`config.mk`:
```
export PLATFORM = sky130hd
export DESIGN_NAME = fifo_rd_arbiter
export DESIGN_NICKNAME = d
export VERILOG_FILES = /design/src/rtl/fifo_rd_arbiter.sv
export SDC_FILE = /design/constraint.sdc
export NUM_CORES = 1
export LEC_CHECK = 0
export ABC_CLOCK_PERIOD_IN_PS = 3970
export BUFFER_PORTS_ARGS = -buffer_cell sky130_fd_sc_hd__buf_2
export CAP_MARGIN = 25
export CORE_AREA = 2 2 132 134
export DETAILED_ROUTE_END_ITERATION = 16
export DIE_AREA = 0 0 134 136
export GPL_TIMING_DRIVEN = 0
export PLACE_DENSITY_LB_ADDON = 0.08
export SYNTH_ARGS = -nofsm -noshare
export SYNTH_HDL_FRONTEND = slang
export SYNTH_SLANG_ARGS = --single-unit
```
`constraint.sdc`:
```
create_clock -name clk -period 3.97 [get_ports clk]
set_input_delay 0.9925 -clock clk [delete_from_list [all_inputs] [get_ports clk]]
set_output_delay 0.9925 -clock clk [all_outputs]
set_load 0.02 [all_outputs]
```
`src/rtl/fifo_rd_arbiter.sv`:
```
// Burst read arbiter draining four source FIFOs into one registered output stream.
// Define FIFO_RD_ARBITER_PRIO0_EN to give channel 0 strict priority at arbitration.
module fifo_rd_arbiter #(
    parameter dta_width = 9'd64,
    parameter burst_len = 9'd8
) (
    input  logic                   clk,
    input  logic                   rst,
    input  logic [3:0]             fifo_empty,
    input  logic [3:0]             fifo_valid,
    input  logic [4*dta_width-1:0] fifo_dout,
    output logic [3:0]             fifo_rd_en,
    input  logic                   out_almost_full,
    output logic [dta_width-1:0]   dout,
    output logic                   dout_valid,
    output logic [1:0]             dout_chan,
    output logic                   dout_last,
    output logic                   busy
);

    typedef enum logic {IDLE = 1'b0, BURST = 1'b1} state_t;

    state_t               r_state;
    logic [1:0]           r_last_grant;
    logic [1:0]           r_grant;
    logic [8:0]           r_count;
    logic                 r_p1_vld;
    logic [1:0]           r_p1_chan;
    logic                 r_p1_last;
    logic [dta_width-1:0] r_dout;
    logic                 r_dout_valid;
    logic [1:0]           r_dout_chan;
    logic                 r_dout_last;

    logic [2:0]           w_pick;
    logic                 w_rd;
    logic                 w_cnt_last;
    logic                 w_take;
    logic [dta_width-1:0] w_dout_arr [4];

    // Returns {found, index}; the search starts at last+1 so the previous winner goes last.
    function automatic logic [2:0] rr_pick(input logic [3:0] req, input logic [1:0] last);
        logic [2:0] res;
        logic [1:0] idx;
        res = 3'b000;
        for (int k = 4; k >= 1; k--) begin
            idx = last + 2'(k);
            if (req[idx]) res = {1'b1, idx};
        end
        return res;
    endfunction

`ifdef FIFO_RD_ARBITER_PRIO0_EN
    assign w_pick = fifo_empty[0] ? rr_pick(~fifo_empty & 4'b1110, r_last_grant) : 3'b100;
`else
    assign w_pick = rr_pick(~fifo_empty, r_last_grant);
`endif

    for (genvar g = 0; g < 4; g++) begin : g_split
        assign w_dout_arr[g] = fifo_dout[g*dta_width +: dta_width];
    end

    // Handshake: a read fires when fifo_rd_en[i] is high at a rising edge; the source
    // answers with fifo_valid[i] and its word exactly one cycle later, with no flow control.
    assign w_rd       = (r_state == BURST) & rst & ~fifo_empty[r_grant] & ~out_almost_full
                        & (r_count < burst_len);
    assign w_cnt_last = (r_count == burst_len - 9'd1);
    assign fifo_rd_en = w_rd ? (4'b0001 << r_grant) : 4'b0000;
    assign w_take     = r_p1_vld & fifo_valid[r_p1_chan];
    assign busy       = (r_state == BURST) & rst;

    always_ff @(posedge clk) begin
        if (!rst) begin
            r_state      <= IDLE;
            r_last_grant <= 2'd3;
            r_grant      <= 2'd0;
            r_count      <= 9'd0;
        end else begin
            case (r_state)
                IDLE: begin
                    if (w_pick[2]) begin
                        r_grant <= w_pick[1:0];
                        r_count <= 9'd0;
                        r_state <= BURST;
                    end
                end
                BURST: begin
                    if (w_rd) r_count <= r_count + 9'd1;
                    // Backpressure alone never ends a burst; only count or emptiness does.
                    if ((w_rd && w_cnt_last) || (fifo_empty[r_grant] && !w_rd)) begin
                        r_state      <= IDLE;
                        r_last_grant <= r_grant;
                    end
                end
            endcase
        end
    end

    always_ff @(posedge clk) begin
        if (!rst) begin
            r_p1_vld     <= 1'b0;
            r_p1_chan    <= 2'd0;
            r_p1_last    <= 1'b0;
            r_dout       <= '0;
            r_dout_valid <= 1'b0;
            r_dout_chan  <= 2'd0;
            r_dout_last  <= 1'b0;
        end else begin
            r_p1_vld     <= w_rd;
            r_p1_chan    <= r_grant;
            r_p1_last    <= w_rd & w_cnt_last;
            r_dout_valid <= w_take;
            if (w_take) begin
                r_dout      <= w_dout_arr[r_p1_chan];
                r_dout_chan <= r_p1_chan;
                r_dout_last <= r_p1_last;
            end
        end
    end

    assign dout       = r_dout;
    assign dout_valid = r_dout_valid;
    assign dout_chan  = r_dout_chan;
    assign dout_last  = r_dout_last;

endmodule

```
==> metrics.txt <==
status=completed; Max IR drop VDD=174 uV; Setup Viol. Count Final=0; clock tree buffer depth=2; drt pass-1 iters=4; Skew-Pair Late Insertion Delay=340 ps; port bufs=339; clock net sink count=86; total grt overflow=0; crit-path max FO=8; Post-synth EDFFs=0; Syn Inst Count=about 470; Core Footprint=0.0169 sq mm; share of cells above drive strength 1=0.519; XOR/XNOR Fraction of Synth Area=0; TritonCTS Buffers=9; dominant synthesized flop cell=dfxtp_1; Hold Vio Cnt, Final=0; Syn. warnings=0; Synth Area per Inst=10.3 sq um; Clock Skews=around 6.5 ps; mux cell area share after synthesis=0.307; vias in the first global route=5262; # Max-Cap Violations=0; total global-route track usage=0.198; chip width=134 microns; most frequent cells in the layout=347 x buf_2, 134 x nand2_1, 86 x dfxtp_1; area grow syn2layout=46.9%; Final min period=3730 ps; post-synthesis adder-cell area fraction=0.00258; largest family of logic cells by synthesized area=multiplexers; r2r setup slk=around 1300 ps; pwr dens=307 mW/mm^2; Worst Setup End Kind=output pin; Startpoint Class=input pin; Post-synth ARST share=0; Post-DRT Antenna Nets=0; setup tns final=0 ps; Root Buffer Master=clkbuf_16; max_slew headroom=0.437; PostCTS Resize Cnt=0; initial antenna violation count=1; WP data arrival=approximately 2700 ps; Max Clk Rate=268 MHz; I/O Pins=340; RD Place Congestion=0.846; worst-margin pin slew=844 ps; Required @ worst endpoint=roughly 3000 ps; Synth area leader=dfxtp_1; Final Instance Count excl. Fillers=roughly 1.1k; die area=0.0182 sq mm; Final nets=1090; average wire per standard cell=17.4 microns; largest net degree at the start of global routing=16; Synth Area in Compound Gates=0.146; Ant. Diodes=0; Area contributors post-synth=dfxtp_1 35%, mux4_2 27%, a21boi_0 10%, nand2_1 10%, mux2i_1 2.9%; Setup CP Type=input pin to output pin; Slew Viols, Final=0; Cell Area, Synth=slightly below 0.005 sq mm; Seq/Total Area, Yosys=0.355; DR vias/cell=4.80; Synth top area share=0.355; period utilization=0.940; synthesized flop and latch total=86; simple-gate portion of the synthesized area=0.149; hpwl dp=roughly 15 mm; htree depth=3; placed cells=between 1k and 1.5k; Worst-path clk slew=60 ps; FP Rows=48; DRC Markers=0; hold_buf cts=0; commonest non-fill, non-tap cell in the layout=buf_2; first-pass GRT wire length=27.5 mm; die height=about 140 microns; Leak=3.15 nW; syn_nets=740; Synth cell types=40; initial core utilization=0.288; CTS tree=built; drt total wl=18.3 mm; via count=5052; Starting DRT DRC Count=146; postcts setup bufs=0; RSZ-0062 raised after global routing=false; Hold WC Path Type=flip-flop to flip-flop
-- final cells by class --
type / count / area, sq um
Clock buffer: 9 / 225
Inverter: 5 / 20.0
Clock inverter: 7 / 73.8
Buffer: 41 / 179
Timing Repair Buffer: 339 / 1700
Multi-Input combinational cell: 340 / 2940
Sequential cell: 86 / 1720
Fill cell: 1727 / 9740
Tap cell: 225 / 282
-- sequential cells by signal, indices dropped and copies added, names as in the netlist --
name / cells
dout: 64
r_count: 9
dout_chan: 2
r_grant: 2
r_last_grant: 2
r_p1_chan: 2
dout_last: 1
dout_valid: 1
r_p1_last: 1
r_p1_vld: 1
r_state: 1
-- through the flow --
stage / power (mW) / hold slack, ps / setup WS [ps] / cell area [sq um] / util
6_report: 2.19 / 450 / 237 / 7130 / 0.423
5_1_grt: 2.30 / 480 / 153 / 7130 / 0.423
4_1_cts: 2.23 / 450 / 233 / 7130 / 0.423
3_5_place_dp: 1.37 / 443 / 234 / 6830 / 0.405
3_3_place_gp: 1.36 / 441 / 249 / 6830 / 0.405
2_1_floorplan: 1.16 / 425 / 287 / 4860 / -
-- logic make-up after synthesis --
family,after synthesis
buffers and inverters,46
adders and majority gates,1
DFF,86
and+or+nand+nor,170
AOI/OAI and AO/OA,94
muxes,75
-- critical path, stage by stage --
cell      delay, ps
buf_2           140
mux4_2          520
or4_4           550
buf_6           150
clkinv_2         80
nand2_1          60
nor2_1           90
buf_2           160
-- final timing paths --
kind / startpoint / to / depth (start not counted)
worst max register to register: r_p1_chan[1] / dout[58] / 6
worst max-delay path: fifo_empty[3] / fifo_rd_en[2] / 8
worst min register to register: r_count[3] / r_count[3] / 2
worst min-delay path: r_count[3] / r_count[3] / 2
-- synthesized netlist by cell type, types with 7 or more instances --
cell      count
a21boi_0     67
and3_1        8
buf_2         8
clkbuf_1     29
dfxtp_1      86
mux2i_1      14
mux4_2       59
nand2_1     134
o22a_1        7
-- where the power goes --
part | internal, mW | switching (mW) | total, mW
Clock | 0.490 | 0.362 | 0.851
Combinational | 0.253 | 0.192 | 0.446
Sequential | 0.882 | 0.0139 | 0.896
Total | 1.62 | 0.568 | 2.19
-- routing by layer --
metal | vias to the layer above | track usage | part of all wire
met5 | - | 0 | 0.00060
met4 | 2 | 0.0650 | 0.018
met3 | 24 | 0.0515 | 0.074
met2 | 199 | 0.360 | 0.51
met1 | 2399 | 0.226 | 0.39
li1 | 2428 | - | -
No activity file was read; power rests on OpenSTA's default activity.
